===== src/rtl/stream_sweep_controller.sv =====
// rtl/stream_sweep_controller.sv - sequences one streaming pass of the LBM lattice through streaming_unit
//
// Walks every node (x,y) in raster order. For each of the 9 directions it
// reads the post-collision value from the source bank and writes it to the
// streamed destination reported by the combinational streaming_unit.
//
// Ports:
//   clk, rst_n          clock, asynchronous active-low reset
//   start, abort        begin a pass (IDLE only) / cancel a running pass
//   busy, done          pass in progress / one-cycle completion pulse
//   x, y                current node coordinates to streaming_unit
//   write_addresses     9 streamed destinations, slice k = direction k, MSB = out of grid
//   rd_en/rd_addr/rd_dir/rd_data         source bank read, data one cycle after rd_en
//   wr_en/wr_addr/wr_dir/wr_data/wr_ready destination bank write handshake
//   node_count, skip_count               saturating per-pass statistics
module stream_sweep_controller #(
    parameter int GRID_DIM      = 256,
    parameter int SIDE_LENGTH   = 16,
    parameter int ADDRESS_WIDTH = $clog2(GRID_DIM) + 1,
    parameter int DATA_WIDTH    = 16,
    parameter int CNT_WIDTH     = 16
) (
    input  logic                            clk,
    input  logic                            rst_n,
    input  logic                            start,
    input  logic                            abort,
    output logic                            busy,
    output logic                            done,
    output logic signed [ADDRESS_WIDTH-1:0] x,
    output logic signed [ADDRESS_WIDTH-1:0] y,
    input  logic [9*ADDRESS_WIDTH-1:0]      write_addresses,
    output logic                            rd_en,
    output logic [ADDRESS_WIDTH-2:0]        rd_addr,
    output logic [3:0]                      rd_dir,
    input  logic [DATA_WIDTH-1:0]           rd_data,
    output logic                            wr_en,
    output logic [ADDRESS_WIDTH-2:0]        wr_addr,
    output logic [3:0]                      wr_dir,
    output logic [DATA_WIDTH-1:0]           wr_data,
    input  logic                            wr_ready,
    output logic [CNT_WIDTH-1:0]            node_count,
    output logic [CNT_WIDTH-1:0]            skip_count
);

    localparam int IDX_W = ADDRESS_WIDTH - 1;
    localparam logic [ADDRESS_WIDTH-1:0] COORD_LAST = ADDRESS_WIDTH'(SIDE_LENGTH - 1);
    localparam logic [ADDRESS_WIDTH-1:0] COORD_ONE  = ADDRESS_WIDTH'(1);
    localparam logic [ADDRESS_WIDTH-1:0] SIDE       = ADDRESS_WIDTH'(SIDE_LENGTH);
    localparam logic [3:0]               K_LAST     = 4'd8;
    localparam logic [CNT_WIDTH-1:0]     CNT_ONE    = CNT_WIDTH'(1);

    typedef enum logic [2:0] {
        IDLE  = 3'd0,
        READ  = 3'd1,
        CAPT  = 3'd2,
        WRITE = 3'd3,
        DONE  = 3'd4
    } state_t;

    state_t state, state_next;
    logic [3:0]               k;
    logic [ADDRESS_WIDTH-1:0] slice;
    logic                     oob;
    logic                     last_k;
    logic                     last_node;
    logic                     step;
    state_t                   adv_state;

    // Destination for the current direction; k never exceeds 8.
    always_comb begin
        slice = '0;
        for (int i = 0; i < 9; i++) begin
            if (k == 4'(i)) begin
                slice = write_addresses[i*ADDRESS_WIDTH +: ADDRESS_WIDTH];
            end
        end
    end

    assign oob       = slice[ADDRESS_WIDTH-1];
    assign last_k    = (k == K_LAST);
    assign last_node = last_k && (x == COORD_LAST) && (y == COORD_LAST);

    // One direction finished this cycle (skipped, or its write handshaked).
    // abort suppresses it so an aborted write is never counted.
    assign step      = !abort && (((state == READ) && oob) || ((state == WRITE) && wr_ready));
    assign adv_state = last_node ? DONE : READ;

    // State register
    always_ff @(posedge clk or negedge rst_n) begin
        if (!rst_n) begin
            state <= IDLE;
        end else begin
            state <= state_next;
        end
    end

    // Next-state logic
    always_comb begin
        state_next = state;
        case (state)
            IDLE:    if (start) state_next = READ;
            READ:    if (abort) state_next = IDLE;
                     else if (oob) state_next = adv_state;
                     else state_next = CAPT;
            CAPT:    if (abort) state_next = IDLE;
                     else state_next = WRITE;
            WRITE:   if (abort) state_next = IDLE;
                     else if (wr_ready) state_next = adv_state;
            DONE:    state_next = IDLE;
            default: state_next = IDLE;
        endcase
    end

    // Output logic; strobes drop combinationally on abort
    always_comb begin
        busy    = (state == READ) || (state == CAPT) || (state == WRITE);
        done    = (state == DONE);
        rd_en   = (state == READ) && !oob && !abort;
        wr_en   = (state == WRITE) && !abort;
        rd_addr = IDX_W'(y * SIDE + x);
        rd_dir  = k;
    end

    // Datapath: node walk, write staging and statistics
    always_ff @(posedge clk or negedge rst_n) begin
        if (!rst_n) begin
            x          <= '0;
            y          <= '0;
            k          <= '0;
            wr_addr    <= '0;
            wr_dir     <= '0;
            wr_data    <= '0;
            node_count <= '0;
            skip_count <= '0;
        end else begin
            case (state)
                IDLE: begin
                    if (start) begin
                        x          <= '0;
                        y          <= '0;
                        k          <= '0;
                        node_count <= '0;
                        skip_count <= '0;
                    end
                end
                CAPT: begin
                    if (!abort) begin
                        wr_data <= rd_data;
                        wr_addr <= slice[IDX_W-1:0];
                        wr_dir  <= k;
                    end
                end
                DONE: begin
                    x <= '0;
                    y <= '0;
                    k <= '0;
                end
                default: ;
            endcase

            if (step && (state == READ) && (skip_count != '1)) begin
                skip_count <= skip_count + CNT_ONE;
            end

            if (step) begin
                if (!last_k) begin
                    k <= k + 4'd1;
                end else begin
                    k <= '0;
                    if (node_count != '1) begin
                        node_count <= node_count + CNT_ONE;
                    end
                    // The final node leaves x/y in place; DONE clears them.
                    if (!last_node) begin
                        if (x == COORD_LAST) begin
                            x <= '0;
                            y <= y + COORD_ONE;
                        end else begin
                            x <= x + COORD_ONE;
                        end
                    end
                end
            end
        end
    end

endmodule


===== config.mk =====
export PLATFORM = sky130hd
export DESIGN_NAME = stream_sweep_controller
export DESIGN_NICKNAME = d
export VERILOG_FILES = /design/src/rtl/stream_sweep_controller.sv
export SDC_FILE = /design/constraint.sdc
export NUM_CORES = 1
export LEC_CHECK = 0
export BUFFER_PORTS_ARGS = -buffer_cell sky130_fd_sc_hd__buf_2
export CAP_MARGIN = 20
export CORE_MARGIN = 5
export CORE_UTILIZATION = 50
export DETAILED_ROUTE_END_ITERATION = 12
export GPL_TIMING_DRIVEN = 1
export PLACE_DENSITY = 0.82
export SKIP_LAST_GASP = 1
export SYNTH_ARGS = -nofsm -noshare
export SYNTH_HDL_FRONTEND = slang
export SYNTH_SLANG_ARGS = --single-unit

===== constraint.sdc =====
create_clock -name clk -period 3.2 [get_ports clk]
set_input_delay 0.16 -clock clk [delete_from_list [all_inputs] [get_ports clk]]
set_output_delay 0.16 -clock clk [all_outputs]
set_load 0.02 [all_outputs]

Word level (Yosys, flattened, before mapping)
Cells that the tools add are included.
{"block": "totals", "input_bits": 102, "reg_bits": 85, "word_cells": 100, "out_inout_bits": 94}
{"block": "classes", "n_eq_ne": 19, "n_reduce_logical": 24, "addsub": 6, "n_mux": 41, "n_bitwise": 1}
{"op": "two-way mux 9 bit", "count": 19}
{"op": "two-way mux 16 bit", "count": 8}
{"op": "one-hot mux 9 bit (2 select lines)", "count": 2}
{"op": "adder 16 x 1 -> 16 bit, second input constant", "count": 2}
{"op": "inequality test 16 bit, second input constant", "count": 2}
{"op": "adder 9 x 1 -> 9 bit, second input constant", "count": 2}
{"op": "== test 9 x 4 -> 1 bit, second input constant", "count": 2}
{"op": "two-way mux 3 bit", "count": 6}
{"op": "== test 4 x 3 -> 1 bit, second input constant", "count": 4}
{"op": "two-way mux 4 bit", "count": 3}
{"op": "one-hot mux 3 bit (4 select lines)", "count": 1}
{"op": "logical AND 1 bit", "count": 10}
{"op": "adder 8 bit", "count": 1}
{"op": "== test 4 x 2 -> 1 bit, second input constant", "count": 2}
{"op": "one-hot mux 4 bit (2 select lines)", "count": 1}
{"op": "AND reduction 2 bit", "count": 4}
{"op": "== test 3 x 2 -> 1 bit, second input constant", "count": 2}
{"op": "inequality test 3 bit, second input constant", "count": 2}
{"op": "adder 4 x 1 -> 4 bit, second input constant", "count": 1}
{"op": "== test 4 x 1 -> 1 bit, second input constant", "count": 1}
{"op": "== test 4 bit, second input constant", "count": 1}
{"op": "zero test 4 bit", "count": 1}
{"op": "nonzero test 2 bit", "count": 2}
{"op": "== test 3 x 1 -> 1 bit, second input constant", "count": 1}
{"op": "8 further kinds", "count": 11}

Longest topological paths before layout
Gate-level depths: netlist of run 1.
{"block": "logic_depth", "ltp_word": 17, "ltp_mapped": 10, "ltp_nobuf": 8}

Least setup slack after synthesis of run 1
Ideal clock, no wire load.
{"block": "synth_timing", "kind": "register to register", "startpoint": "register k[0] (netlist: rd_dir[0])", "endpoint": "register skip_count[15]", "setup_slack_ns": 0.417, "path_stages_with_launch": 10, "n_path_buf": 1, "synth_period_minus_slack_ns": 2.783, "t_arrival_ns": 2.705, "cell_sequence": "dfrtp_1 -> inv_1 -> ha_1 -> nor2b_1 -> buf_6 -> o2bb2ai_1 -> o41a_1 -> a2111o_1 -> or4_1 -> a21oi_1"}
{"block": "synth_between", "elab_chain_len": 17}
{"element": "start, declared", "line_no": "61", "text": "logic [3:0] k;"}
{"element": "start signal, assigned", "line_no": "167", "text": "k <= k + 4'd1;"}
{"element": "zero test 4 bit", "line_no": "73", "text": "if (k == 4'(i)) begin"}
{"element": "two-way mux 9 bit (8 in series)", "line_no": "73"}
{"element": "two-way mux 9 bit *", "line_no": "73"}
{"element": "logical AND 1 bit *", "line_no": "85", "text": "assign step = !abort && (((state == READ) && oob) || ((state == WRITE) && wr_ready));"}
{"element": "logical OR 1 bit *", "line_no": "85"}
{"element": "logical AND 1 bit *", "line_no": "85"}
{"element": "logical AND 1 bit * (2 in series)", "line_no": "161", "text": "if (step && (state == READ) && (skip_count != '1)) begin"}
{"element": "nonzero test 2 bit (no source line)"}
{"element": "AND reduction 2 bit (no source line)"}
{"element": "end signal, assigned", "line_no": "162", "text": "skip_count <= skip_count + CNT_ONE;"}
{"element": "end, declared", "line_no": "42", "text": "output logic [CNT_WIDTH-1:0] skip_count"}
Mark *: on every way between the ends. The rest lies on a longest branch, timed or not.
A chain may end at the register's enable or synchronous reset.

Worst setup path in the final report of run 1
{"block": "layout_timing", "startpoint": "register k[0] (netlist: rd_dir[0])", "endpoint": "register skip_count[12]"}
The elaborated chain is that of the path after synthesis.

==> results of run 1 <==
[layout make-up]
class | count | area (um2)
clock buffers | 9 | 124
clock inverters | 7 | 73.8
fillers | 836 | 3430
inverters | 8 | 30.0
multi-input cells | 449 | 2790
flip-flops and latches | 85 | 2130
well taps | 133 | 166
repair buffers | 212 | 1130
[path summary, 6_finish.rpt]
check | end | slack, ns | cells past startpoint
worst max-delay path | skip_count[12] | 0.32 | 9
worst min-delay path | wr_data[15] | 0.03 | 2
worst max register to register | skip_count[12] | 0.32 | 9
worst min register to register | wr_data[14] | 0.51 | 1
max in group asynchronous | x[8] | 2.26 | 4
min in group asynchronous | wr_data[8] | 0.26 | 2
[cells in the final DEF, fill, tap and decap left out, types with 3 or more instances in the layout]
cell	count
xnor2_1	4
nand3_1	29
nand2b_1	4
buf_4	16
inv_1	8
o31ai_1	5
a211o_1	4
o211ai_1	3
a21oi_1	35
and2_1	7
or4_1	5
and3_1	24
a21o_1	3
clkbuf_8	9
o22ai_1	8
buf_2	194
nor2b_1	4
nor2_1	41
nor3_1	14
xor2_1	6
a221o_1	6
o21ai_0	53
nand4_1	7
a31oi_1	12
a22o_1	11
mux2i_1	3
nor4_1	9
ha_1	11
nand2_1	70
mux2_2	23
o221ai_1	9
dfrtp_1	85
and4_1	4
nand3b_1	11
[state kept, by name, summed over array words and instances (netlist names)]
register and cells:
node_count 16, rd_dir 4, skip_count 16, state 3
wr_addr 8, wr_data 16, wr_dir 4, x 9
y 9
[worst register-to-register path: cells and delay by family (launching register included)]
kind                     cells  cell delay, ns
flip-flops                   1            0.47
adder cells (fa/ha/maj)      1            0.24
AND/OR/NAND/NOR              2            0.73
buffers and inverters        2            0.30
AO/OA/AOI/OAI                4            1.08
[metrics by stage]
step / power [mW] / util [%] / cells
floorplan: 2.53 / - / 577
global placement: 3.03 / 62.9 / 885
detailed placement: 3.09 / 62.9 / 885
CTS: 3.87 / 64.9 / 901
global route: 4.10 / 65.3 / 903
finish: 3.85 / 65.3 / 903
[per-layer routing]
metal  part of all wire (%)  vias up  track usage, %  routed length (um)
met2                     49      255            40.2                7410
met3                    7.8       36            6.44                1190
met5                      0        -               0                   0
met1                     41     2545            31.1                6210
met4                    2.4        0            8.13                 369
li1                       -     2524               -                   -
[cell families after synthesis]
family | synth area share, %
compound gates | 20.5
flops | 41.7
simple gates | 23.6
mux | 5.67
buf+inv | 3.66
xor+xnor | 1.72
fa+ha+maj | 3.09
[power groups by stage]
stage | registers (mW) | clock network [mW] | logic, mW
6_report | 1.40 | 0.776 | 1.67
5_1_grt | 1.43 | 0.849 | 1.82
4_1_cts | 1.40 | 0.795 | 1.67
3_5_place_dp | 1.42 | 0 | 1.66
3_3_place_gp | 1.41 | 0 | 1.62
2_1_floorplan | 1.62 | 0 | 0.907
==> out/results.tsv, run 1 <==
stage	metric	value	unit
outcome	status	finished clean	
cts	CTS buffer count	9	
worst_setup_path	Critical Path RT	3.49	ns
yosys	Synth cell types	55	
worst_setup_path	Worst EP arrival	3.17	ns
final_layout	Syn-to-layout area delta	26.4	%
pwr	switching pwr	1.55	mW
final_layout	proportion of layout cells with a drive suffix above 1	33.1	%
timing	fmax	0.347	GHz
cts	root buf cell	clkbuf_8	
worst_hold_path	Hold Path Origin	rd_data[15]	
timing	fin crit period	2.88	ns
yosys	Post-synth EDFFs	0	
grt	initial antenna violation count	0	
timing	Final Cycle Share	90.1	%
cts	CTS tree	yes	
drt	Routed Antenna Nets	0	
cts	post-cts resize count	0	
timing	RSZ-0062 raised after global routing	false	
pwr	Sw Share	40.3	%
pwr	Internal Dissipation	2.30	mW
grt	largest net degree at the start of global routing	84	
placed_design	DP Area	6200	um2
yosys	top cell type's share of synthesized area	41.7	%
final_layout	final net count	879	
yosys	top cells by count, synth	dfrtp_1, nand2_1, o21ai_0	
placed_design	GPL Wtd Cong	0.928	
placed_design	I/O Buffers	195	
yosys	syn_area_per_cell	8.83	um2
final_layout	Inserted Diodes	0	
yosys	cell accounting for the most synthesized area	dfrtp_1	
grt	remaining global-route overflow	0	
floorplanning	die width	111	um
cts	clk slew on worst S/H paths	0.10	ns
floorplanning	core area	9860	um2
floorplanning	Row Count	36	
pwr	clock network power share	20.2	%
job	Max-Cap Viols	0	
timing	# setup viols final	0	
worst_setup_path	CP Class	reg -> reg	
worst_setup_path	Critical Path Source	rd_dir[0]	
pwr	Max VDD drop	0.000317	V
worst_setup_path	slowest cell on the critical path	nor2_1	
drt	TritonRoute pass-1 iters	5	
yosys	Synth Net Count	691	
yosys	mapped cell area	5090	um2
timing	slew margin rel.	33.5	%
pwr	Lkg Pwr	3.29	nW
timing	hold_ws	0.0309	ns
grt	number of global-route vias before repair	5156	
worst_setup_path	critical path's top delay family	compound AO/OA/AOI/OAI gates	
worst_setup_path	Worst setup SP type	flop	
placed_design	DP HPWL	11600	um
yosys	#FFs+latches synth	85	
cts	Setup Buffers After CTS	0	
floorplanning	Die H	111	um
yosys	most common cell in the netlist	dfrtp_1	
worst_setup_path	critical path peak fanout	21	
worst_setup_path	critical path endpoint category	flop	
grt	gr usage total	24.4	%
timing	Worst-Margin Slew	0.985	ns
yosys	Async SR Flop Fraction	100	%
final_layout	post-route cell area	6440	um2
yosys	synth top area cells	dfrtp_1, o21ai_0, nand2_1, mux2_2, a21oi_1	
timing	skew final	0.0145	ns
worst_setup_path	Crit path largest cell delay	0.55	ns
pwr	Comb pwr share	43.3	%
yosys	Cells after Synth	577	
cts	clock tree buffer depth	2	
drt	Via Count	5360	
timing	worst setup margin	0.317	ns
worst_setup_path	CP Cell Sequence	inv_1 -> ha_1 -> and3b_1 -> a2111oi_0 -> o41a_1 -> a21oi_1 -> buf_4 -> nor2_1 -> a221o_1	
floorplanning	Initial Util	51.6	%
yosys	sequential area share after synthesis	41.7	%
timing	Final Hold Fails	0	
worst_setup_path	crit path buf inv count	2	
floorplanning	IO Count	196	
worst_hold_path	HP Class	in -> reg	
drt	Vias per Instance	5.94	
floorplanning	die area	12300	um2
cts	# clock sinks	85	
worst_setup_path	reg2reg start	rd_dir[0]	
cts	H-tree depth	3	
cts	clock latency on the worst-skew pair	0.35	ns
pwr	Sequential Power Share	36.5	%
drt	WL/cell	16.8	um
yosys	Top FF cell, synth	dfrtp_1	
timing	Slew Viols, Final	0	
yosys	Warnings, synthesis	0	
drt	Post-Route WL	15200	um
pwr	PD cells	598	nW/um2
placed_design	Setup WS pre-CTS	0.346	ns
drt	DR iter-0 viols	323	
grt	first-pass GRT wire length	25100	um
timing	setup_tns	0	ns
cts	CTS Hold Bufs	0	
drt	DRC	0	
(Power assumes the default switching activity.)
==> run 2: changes to the inputs <==
- HOLD_SLACK_MARGIN: unset -> 0.15
==> out/results.tsv, run 2 (synthesized netlist as in run 1, its figures left out) <==
stage	metric	value	unit
grt	first-pass GRT wire length	26200	um
worst_setup_path	critical path peak fanout	21	
cts	CTS buffer count	9	
worst_setup_path	CP Cell Sequence	inv_1 -> ha_1 -> and3b_1 -> a2111oi_0 -> o41a_1 -> a21oi_1 -> buf_4 -> nor2_1 -> a221o_1	
worst_setup_path	CP Depth	9	
worst_setup_path	Worst setup SP type	flop	
pwr	PD cells	582	nW/um2
floorplanning	die area	12300	um2
cts	Setup Buffers After CTS	0	
pwr	Sequential Power Share	36.2	%
cts	root buf cell	clkbuf_8	
cts	clock latency on the worst-skew pair	0.35	ns
timing	fmax	0.347	GHz
pwr	clock network power share	20.0	%
grt	initial antenna violation count	0	
placed_design	DP HPWL	11600	um
worst_setup_path	slowest cell on the critical path	nor2_1	
final_layout	commonest cells after routing, fill and taps aside	buf_2, dfrtp_1, nand2_1, o21ai_0, nor2_1	
grt	remaining global-route overflow	0	
timing	Worst-Margin Slew	0.993	ns
drt	WL/cell	17.0	um
final_layout	final net count	904	
timing	skew final	0.0138	ns
pwr	Comb pwr share	43.7	%
timing	setup_tns	0	ns
placed_design	GPL Wtd Cong	0.928	
cts	H-tree depth	3	
timing	# setup viols final	0	
timing	Final Hold Fails	0	
cts	CTS tree	yes	
drt	TritonRoute pass-1 iters	6	
final_layout	Syn-to-layout area delta	31.3	%
cts	# clock sinks	85	
final_layout	top flop regs	node_count: 16 flops, skip_count: 16 flops, wr_data: 16 flops	
pwr	Lkg Pwr	3.39	nW
drt	DR iter-0 viols	319	
placed_design	Cell Count Post-Placement	885	
timing	slew margin rel.	33.0	%
job	Max-Cap Viols	0	
timing	Final Cycle Share	90.0	%
outcome	status	finished clean	
drt	Routed Antenna Nets	0	
floorplanning	core area	9860	um2
worst_setup_path	Crit path largest cell delay	0.54	ns
timing	hold_ws	0.174	ns
worst_hold_path	HP Class	in -> reg	
pwr	Internal Dissipation	2.32	mW
floorplanning	die width	111	um
pwr	switching pwr	1.57	mW
drt	Post-Route WL	15800	um
grt	gr usage total	25.4	%
worst_setup_path	Critical Path RT	3.49	ns
worst_setup_path	CP Class	reg -> reg	
worst_setup_path	critical path endpoint category	flop	
floorplanning	IO Count	196	
worst_hold_path	Hold Path Stages	3	
pwr	total power draw	3.89	mW
cts	clk slew on worst S/H paths	0.09	ns
timing	RSZ-0062 raised after global routing	false	
floorplanning	Die H	111	um
worst_setup_path	Worst EP arrival	3.17	ns
final_layout	proportion of layout cells with a drive suffix above 1	32.1	%
floorplanning	Initial Util	51.6	%
pwr	Max VDD drop	0.000318	V
grt	largest net degree at the start of global routing	84	
timing	fin crit period	2.88	ns
final_layout	Inserted Diodes	0	
drt	Via Count	5500	
worst_setup_path	crit path buf inv count	2	
drt	DRC	0	
final_layout	most common cell after layout, fill and taps aside	buf_2	
grt	number of global-route vias before repair	5318	
worst_setup_path	critical path's top delay family	compound AO/OA/AOI/OAI gates	
worst_setup_path	reg2reg path depth	9	
timing	Slew Viols, Final	0	
final_layout	fin cells	928	
floorplanning	Row Count	36	
cts	post-cts resize count	0	
cts	clock tree buffer depth	2	
placed_design	I/O Buffers	195	
drt	Vias per Instance	5.93	
pwr	Sw Share	40.4	%
run 2: cell types whose count changed in the layout (fill, tap and decap cells not counted):
cell           delta
dlygate4sd3_1    +25
run 2: power by group through the flow:
stage / Combinational, mW / Sequential [mW] / Clock (mW)
floorplan: 0.907 / 1.62 / 0
global placement: 1.62 / 1.41 / 0
detailed placement: 1.66 / 1.42 / 0
CTS: 1.69 / 1.40 / 0.795
global route: 1.85 / 1.44 / 0.849
finish: 1.70 / 1.41 / 0.779
run 2: timing repair:
action / in CTS / in global routing
setup endpoints to repair: 0 / 0
hold endpoints to repair: 106 / 0
hold buffers: 26 / 0
run 2: stage by stage:
step	setup WS [ns]	utilization [%]	area, um2
after detailed placement	0.346	62.9	6200
final	0.321	67.8	6690
after CTS	0.327	67.5	6660
after global placement	0.490	62.9	6200
after floorplan	0.417	-	5090
after global routing	0.0395	67.8	6690
run 2: layer usage:
layer  GRT usage [%]  part of all wire [%]
met1            32.1                    39
met5               0                     0
met3            6.93                   9.1
met2            42.7                    49
met4            7.22                   2.2
run 2: final cells by class:
type	instances	area [um2]
Clock buffer	9	124
Clock inverter	7	73.8
Fill cell	801	3180
Inverter	8	30.0
Multi-Input combinational cell	449	2790
Sequential cell	85	2130
Tap cell	133	166
Timing Repair Buffer	237	1380
run 2: worst paths after layout:
| check | from | end | slack (ns) |
|---|---|---|---|
| max in group asynchronous | rst_n | x[8] | 2.23 |
| min in group asynchronous | rst_n | wr_data[8] | 0.27 |
| min reg2reg | wr_data[14] | wr_data[14] | 0.51 |
| max | rd_dir[0] | skip_count[6] | 0.32 |
| max reg2reg | rd_dir[0] | skip_count[6] | 0.32 |
| min | write_addresses[52] | wr_addr[7] | 0.17 |
run 2: worst reg2reg max path: cells and delay by family, from the launching register on:
family | cells | cell delay [ns]
AOI/OAI and AO/OA | 4 | 1.08
and+or+nand+nor | 2 | 0.72
DFF | 1 | 0.47
buffers and inverters | 2 | 0.31
adders and majority gates | 1 | 0.24
